## src/rtl/branch_ctrl_queue.sv

```systemverilog
// In-order queue of branch resolution records sitting between dispatch and ROB commit.
// Entries are allocated in program order, resolved out of order by ROB id, and retired from the head.

module bcq_slot #(
    parameter int ROB_IDX   = 5,
    parameter int RES_PORTS = 2,
    parameter int ADDR_W    = 32
) (
    input  logic                          clk,
    input  logic                          rst,
    input  logic                          flush_i,
    input  logic                          we_i,
    input  logic [ROB_IDX-1:0]            wr_rob_id_i,
    input  logic                          clr_i,
    input  logic [RES_PORTS-1:0]          res_valid_i,
    input  logic [RES_PORTS*ROB_IDX-1:0]  res_rob_id_i,
    input  logic [RES_PORTS-1:0]          res_mispredict_i,
    input  logic [RES_PORTS*ADDR_W-1:0]   res_target_i,
    output logic                          valid_o,
    output logic                          resolved_o,
    output logic [ROB_IDX-1:0]            rob_id_o,
    output logic                          mispredict_o,
    output logic [ADDR_W-1:0]             target_o
);
    logic               valid_q, valid_d;
    logic               resolved_q, resolved_d;
    logic               mispred_q, mispred_d;
    logic [ROB_IDX-1:0] rob_id_q, rob_id_d;
    logic [ADDR_W-1:0]  target_q, target_d;

    always_comb begin
        valid_d    = valid_q;
        resolved_d = resolved_q;
        mispred_d  = mispred_q;
        rob_id_d   = rob_id_q;
        target_d   = target_q;
        // Match against the pre-edge state only; later ports override earlier ones.
        for (int p = 0; p < RES_PORTS; p++) begin
            if (res_valid_i[p] && valid_q && !resolved_q &&
                rob_id_q == res_rob_id_i[p*ROB_IDX +: ROB_IDX]) begin
                resolved_d = 1'b1;
                mispred_d  = res_mispredict_i[p];
                target_d   = res_target_i[p*ADDR_W +: ADDR_W];
            end
        end
        if (clr_i) begin
            valid_d    = 1'b0;
            resolved_d = 1'b0;
        end
        if (we_i) begin
            valid_d    = 1'b1;
            resolved_d = 1'b0;
            mispred_d  = 1'b0;
            rob_id_d   = wr_rob_id_i;
        end
        if (flush_i) begin
            valid_d    = 1'b0;
            resolved_d = 1'b0;
        end
    end

    always_ff @(posedge clk) begin
        if (rst) begin
            valid_q    <= 1'b0;
            resolved_q <= 1'b0;
            mispred_q  <= 1'b0;
        end else begin
            valid_q    <= valid_d;
            resolved_q <= resolved_d;
            mispred_q  <= mispred_d;
        end
    end

    always_ff @(posedge clk) begin
        rob_id_q <= rob_id_d;
        target_q <= target_d;
    end

    assign valid_o      = valid_q;
    assign resolved_o   = resolved_q;
    assign rob_id_o     = rob_id_q;
    assign mispredict_o = mispred_q;
    assign target_o     = target_q;
endmodule

module branch_ctrl_queue #(
    parameter int DEPTH     = 8,
    parameter int ROB_IDX   = 5,
    parameter int ENQ_WIDTH = 2,
    parameter int RES_PORTS = 2,
    parameter int ADDR_W    = 32
) (
    input  logic                          clk,
    input  logic                          rst,
    input  logic [ENQ_WIDTH-1:0]          enq_valid,
    input  logic [ENQ_WIDTH*ROB_IDX-1:0]  enq_rob_id,
    output logic                          enq_ready,
    input  logic [RES_PORTS-1:0]          res_valid,
    input  logic [RES_PORTS*ROB_IDX-1:0]  res_rob_id,
    input  logic [RES_PORTS-1:0]          res_mispredict,
    input  logic [RES_PORTS*ADDR_W-1:0]   res_target,
    output logic                          head_valid,
    output logic [ROB_IDX-1:0]            head_rob_id,
    output logic                          head_mispredict,
    output logic [ADDR_W-1:0]             head_target,
    input  logic                          deq,
    input  logic                          flush,
    output logic [$clog2(DEPTH):0]        count
);
    localparam int IDX_W = $clog2(DEPTH);
    localparam int PTR_W = IDX_W + 1;

    logic [PTR_W-1:0] wr_ptr_q, wr_ptr_d;
    logic [PTR_W-1:0] rd_ptr_q, rd_ptr_d;
    logic [PTR_W:0]   free_slots;
    logic [PTR_W-1:0] n_enq;
    logic [ENQ_WIDTH-1:0] enq_fire;
    logic             deq_fire;
    logic [IDX_W-1:0] rd_idx;

    logic [DEPTH-1:0]              slot_we, slot_clr;
    logic [DEPTH-1:0][ROB_IDX-1:0] slot_wid;
    logic [DEPTH-1:0]              slot_vld, slot_res, slot_mis;
    logic [DEPTH-1:0][ROB_IDX-1:0] slot_id;
    logic [DEPTH-1:0][ADDR_W-1:0]  slot_tgt;

    assign count      = wr_ptr_q - rd_ptr_q;
    assign free_slots = (PTR_W+1)'(DEPTH) - {1'b0, count};
    assign enq_ready  = free_slots >= (PTR_W+1)'(ENQ_WIDTH);
    assign rd_idx     = rd_ptr_q[IDX_W-1:0];

    assign head_valid      = slot_vld[rd_idx] & slot_res[rd_idx];
    assign head_rob_id     = slot_id[rd_idx];
    assign head_mispredict = slot_mis[rd_idx];
    assign head_target     = slot_tgt[rd_idx];

    assign enq_fire = (enq_ready && !flush) ? enq_valid : '0;
    assign deq_fire = deq && head_valid && !flush;

    always_comb begin
        logic [IDX_W-1:0] widx;
        widx     = '0;
        slot_we  = '0;
        slot_wid = '0;
        slot_clr = '0;
        n_enq    = '0;
        // Lanes are contiguous, so lane k always lands at wr_ptr+k (wrapping past DEPTH-1).
        for (int k = 0; k < ENQ_WIDTH; k++) begin
            if (enq_fire[k]) begin
                widx           = wr_ptr_q[IDX_W-1:0] + IDX_W'(k);
                slot_we[widx]  = 1'b1;
                slot_wid[widx] = enq_rob_id[k*ROB_IDX +: ROB_IDX];
                n_enq          = n_enq + PTR_W'(1);
            end
        end
        if (deq_fire) slot_clr[rd_idx] = 1'b1;
        wr_ptr_d = wr_ptr_q + n_enq;
        rd_ptr_d = rd_ptr_q + PTR_W'(deq_fire);
        if (flush) begin
            wr_ptr_d = '0;
            rd_ptr_d = '0;
        end
    end

    always_ff @(posedge clk) begin
        if (rst) begin
            wr_ptr_q <= '0;
            rd_ptr_q <= '0;
        end else begin
            wr_ptr_q <= wr_ptr_d;
            rd_ptr_q <= rd_ptr_d;
        end
    end

    for (genvar s = 0; s < DEPTH; s++) begin : g_slot
        bcq_slot #(
            .ROB_IDX   (ROB_IDX),
            .RES_PORTS (RES_PORTS),
            .ADDR_W    (ADDR_W)
        ) u_slot (
            .clk              (clk),
            .rst              (rst),
            .flush_i          (flush),
            .we_i             (slot_we[s]),
            .wr_rob_id_i      (slot_wid[s]),
            .clr_i            (slot_clr[s]),
            .res_valid_i      (res_valid),
            .res_rob_id_i     (res_rob_id),
            .res_mispredict_i (res_mispredict),
            .res_target_i     (res_target),
            .valid_o          (slot_vld[s]),
            .resolved_o       (slot_res[s]),
            .rob_id_o         (slot_id[s]),
            .mispredict_o     (slot_mis[s]),
            .target_o         (slot_tgt[s])
        );
    end
endmodule
```

## config.mk

```make
export PLATFORM = sky130hd
export DESIGN_NAME = branch_ctrl_queue
export DESIGN_NICKNAME = d
export VERILOG_FILES = /design/src/rtl/branch_ctrl_queue.sv
export SDC_FILE = /design/constraint.sdc
export NUM_CORES = 1
export LEC_CHECK = 0
export BUFFER_PORTS_ARGS = -buffer_cell sky130_fd_sc_hd__buf_4
export CAP_MARGIN = 20
export CORE_MARGIN = 3
export CORE_UTILIZATION = 50
export CTS_BUF_LIST = sky130_fd_sc_hd__clkbuf_4 sky130_fd_sc_hd__clkbuf_8
export CTS_CLUSTER_SIZE = 24
export DETAILED_ROUTE_END_ITERATION = 10
export PLACE_DENSITY = 0.71
export SLEW_MARGIN = 5
export SYNTH_ARGS = -nofsm -noshare
export SYNTH_HDL_FRONTEND = slang
export SYNTH_SLANG_ARGS = --single-unit
export TNS_END_PERCENT = 1
```

## constraint.sdc

```tcl
create_clock -name clk -period 3.8 [get_ports clk]
set_input_delay 0.19 -clock clk [delete_from_list [all_inputs] [get_ports clk]]
set_output_delay 0.19 -clock clk [all_outputs]
set_load 0.03 [all_outputs]
```

==> results.md <==
* Number of distinct library cell variants in the gate-level netlist after synthesis at 69
* Post-route DRC violation count at 0
* R2r worst-path depth at 14
* Latest clock arrival within the worst-skew pair at 0.63 ns
* Setup clock skew after layout at 0.0520 ns
* H-tree levels at 2
* Element type at the critical path end: register
* Maximum operating frequency at 0.274 GHz
* Worst-case vdd ir drop at 297 uV
* Portion of total power attributed to combinational logic at 8.6%
* Yosys warning count at 0
* Final cycle utilization of the critical path at 96.1%
* Standard-cell row count at 67
* Critical path fanouts, max at 9
* Clock-pin slew reported for the worst setup and hold paths after clock tree synthesis at 0.06 ns
* Total power per unit cell area at 362 nW/um^2
* Number of global-route vias before repair at 13323
* Slew headroom at 31.5%
* Cell-internal power at 5.93 mW
* Number of synthesized flops with an enable pin at 296
* Cell type with the largest total area after synthesis: edfxtp_1
* Final-layout worst hold slack at 0.0887 ns
* Final count of hold timing violations at 0
* Status: finished, final reports clean
* Max Slew Vio Count at 0
* Clock tree buffer depth at 3
* Dpl hpwl at 31300 um
* Number of I/O pins at 138
* CTS tree: built
* Total via count after detailed routing at 13016
* Wire per inst at 25.9 um
* Placer congestion estimate at 0.951
* Master cell of the clock root buffer: clkbuf_8
* Maximum number of pins on one net before global-route repair at 37
* Number of flip-flops and latches in the synthesized netlist at 328
* First-pass iteration count of the detailed router at 7
* Crit path setup slack, layout at 0.150 ns
* Vert. Die Dim at 193 um
* Initial core utilization at 51.4%
* Global-route wire length before repair at 79900 um
* Die outline area at 37100 um^2
* Area share of the largest cell type after synthesis at 51.0%
* Net switching share of the total power at 23.2%
* Overall routed net length at 53300 um
* # setup viols final at 0
* Overall Global Routing Usage at 28.6%
* Post-Syn Nets at 1421
* Data arrival time at the worst-slack endpoint at 4.11 ns
* Most used flip-flop cell after synthesis: edfxtp_1
* Kind of critical path: register to register
* Post-placement setup slack at 0.124 ns
* Time the worst path needs with I/O delays and setup at 3.65 ns
* Number of nets in the final layout at 1676
* Part of the total power dissipated in the clock network at 40.1%
* Number of violations reported at the end of detailed-routing iteration 0 at 1461
* Leakage component of the power at 7.46 nW
* Total standard cell area after synthesis at 17400 um^2
* PortBufs at 137
* Instance area after placement at 19100 um^2
* Worst Hold Class: input port to register
* Worst Hold Depth at 4
* Portion of the post-synthesis area used by sequential elements at 54.7%
* Max-Cap Viols at 0
* Worst setup SP type: register
* Overall power at 7.71 mW
* Accumulated negative setup slack at 0 ns
* Clk sink count at 328
* Antenna violations before repair at 1
* Area of the core at 34000 um^2
* Number of nets still failing antenna checks after routing at 0
* Growth of design area from synthesis to finish at 22.2%
* Proportion of layout cells with a drive suffix above 1 at 36.5%
* CTS buffer count at 55
* Ratio of routed vias to standard cells at 6.33
* Post-Syn Instances at 1314
* RSZ-0062 raised after global routing: no
* Sequential Power Share at 51.3%
* Mean area per synthesized cell at 13.3 um^2
* Slew at the pin closest to its max-slew limit at 1.02 ns
* Sw Pwr at 1.79 mW
* Global route overflow at 0
* Total non-filler cell area in the finished layout at 21300 um^2
* Cell types occupying the most area after synthesis: edfxtp_1 (51%), mux2_2 (17%), a22oi_1 (7.1%)
* Die extent in x at 193 um
* FFs w/ async S/R, synth at 0%
* Required time worst endpoint at 4.26 ns
logic make-up (layout without fill, tap and decap cells):
group                    after synthesis  after routing  share of synthesized area (%)
AO/OA/AOI/OAI                        246            246                           11.5
XOR/XNOR                              88             88                           4.42
adder cells (fa/ha/maj)               13             13                           1.02
buffers and inverters                121            414                           2.99
flip-flops                           328            328                           54.7
multiplexers                         270            270                           17.7
other                                  0              1                              0
AND/OR/NAND/NOR                      248            248                           7.70
state kept, by name, indices dropped and copies added, names as in the netlist:
signal,count
g_slot.u_slot.resolved_o,8
g_slot.u_slot.mispredict_o,8
g_slot.u_slot.valid_o,8
rd_ptr_q,4
wr_ptr_q,4
g_slot.u_slot.rob_id_o,40
g_slot.u_slot.target_o,256
what timing repair did:
action | CTS | global route
hold buffers | 112 | 0
resized for setup | 0 | 1
setup endpoints to repair | 0 | 2
endpoints found under the hold margin | 299 | 0
setup buffers | 0 | 0
path summary, 6_finish.rpt:
path	from	to	slack, ns
hold / removal	res_valid[1]	g_slot[6].u_slot.resolved_o	0.09
hold reg to reg	g_slot[2].u_slot.valid_o	g_slot[2].u_slot.valid_o	0.49
setup / recovery	wr_ptr_q[0]	wr_ptr_q[1]	0.15
setup reg to reg	wr_ptr_q[0]	wr_ptr_q[1]	0.15
cell usage after synthesis (all sizes together) (5+ instances only):
cell,count
edfxtp,296
mux2,260
a22oi,164
nor2,71
xor2,63
clkbuf,58
buf,45
nand4,45
dfxtp,32
xnor2,25
nand2,24
a32oi,19
nand3,18
inv,17
nor2b,15
nor4,15
and3,13
ha,11
nor3,10
a22o,9
and2,9
a2111oi,7
a221oi,6
o21a,6
mux2i,5
mux4,5
nand3b,5
final cells by class:
type / instances / area [um^2]
repair buffers: 301 / 2590
multi-input cells: 865 / 7470
clock inverters: 12 / 90.1
flip-flops and latches: 328 / 9530
inverters: 18 / 75.1
well taps: 448 / 561
diodes: 1 / 2.50
fillers: 2606 / 12700
clock buffers: 83 / 980
placed cells by master (no fill, tap or decap), drive strengths merged, types with 6 or more instances in the layout:
master         n
a2111oi        7
a221oi         6
a22o           9
a22oi        164
a32oi         19
and2           9
and3          13
buf          189
clkbuf        83
clkinv         9
dfxtp         32
dlygate4sd3  112
edfxtp       296
ha            11
inv           20
mux2         260
nand2         24
nand3         18
nand4         45
nor2          71
nor2b         15
nor3          10
nor4          15
o21a           6
xnor2         25
xor2          63
routing by layer:
layer	vias up	global-route usage [%]	wire (um)	part of all wire, %
met5	-	0	0	0
met4	0	9.58	1410	2.6
met3	120	5.25	5070	9.5
met2	730	46.3	25400	48
met1	6444	39.0	21500	40
li1	5722	-	-	-
metrics by stage:
| step | instances | util, % |
|---|---|---|
| after CTS | 2055 | 62.7 |
| after floorplan | 1314 | - |
| after global routing | 2056 | 62.7 |
| after global placement | 1848 | 56.3 |
| final | 2056 | 62.7 |
| after detailed placement | 1848 | 56.3 |
critical path, stage by stage, from the launching register on:
cell      delay [ns]
dfxtp_2         0.32
inv_1           0.07
ha_2            0.21
fa_1            0.58
ha_1            0.25
or2_4           0.27
nor4bb_4        0.28
or2_4           0.22
inv_8           0.06
and3_1          0.19
ha_1            0.28
ha_1            0.16
inv_1           0.06
fa_2            0.53
nor2_1          0.04
power groups by stage:
stage                     Combinational, mW  Sequential [mW]  Clock, mW
final                                 0.660             3.96       3.10
after global routing                  0.709             3.95       3.31
after CTS                             0.645             3.96       3.15
after detailed placement              0.549             4.03          0
after global placement                0.533             4.03          0
after floorplan                       0.329             4.03          0
Note: power is estimated with default switching activity, not from simulation.
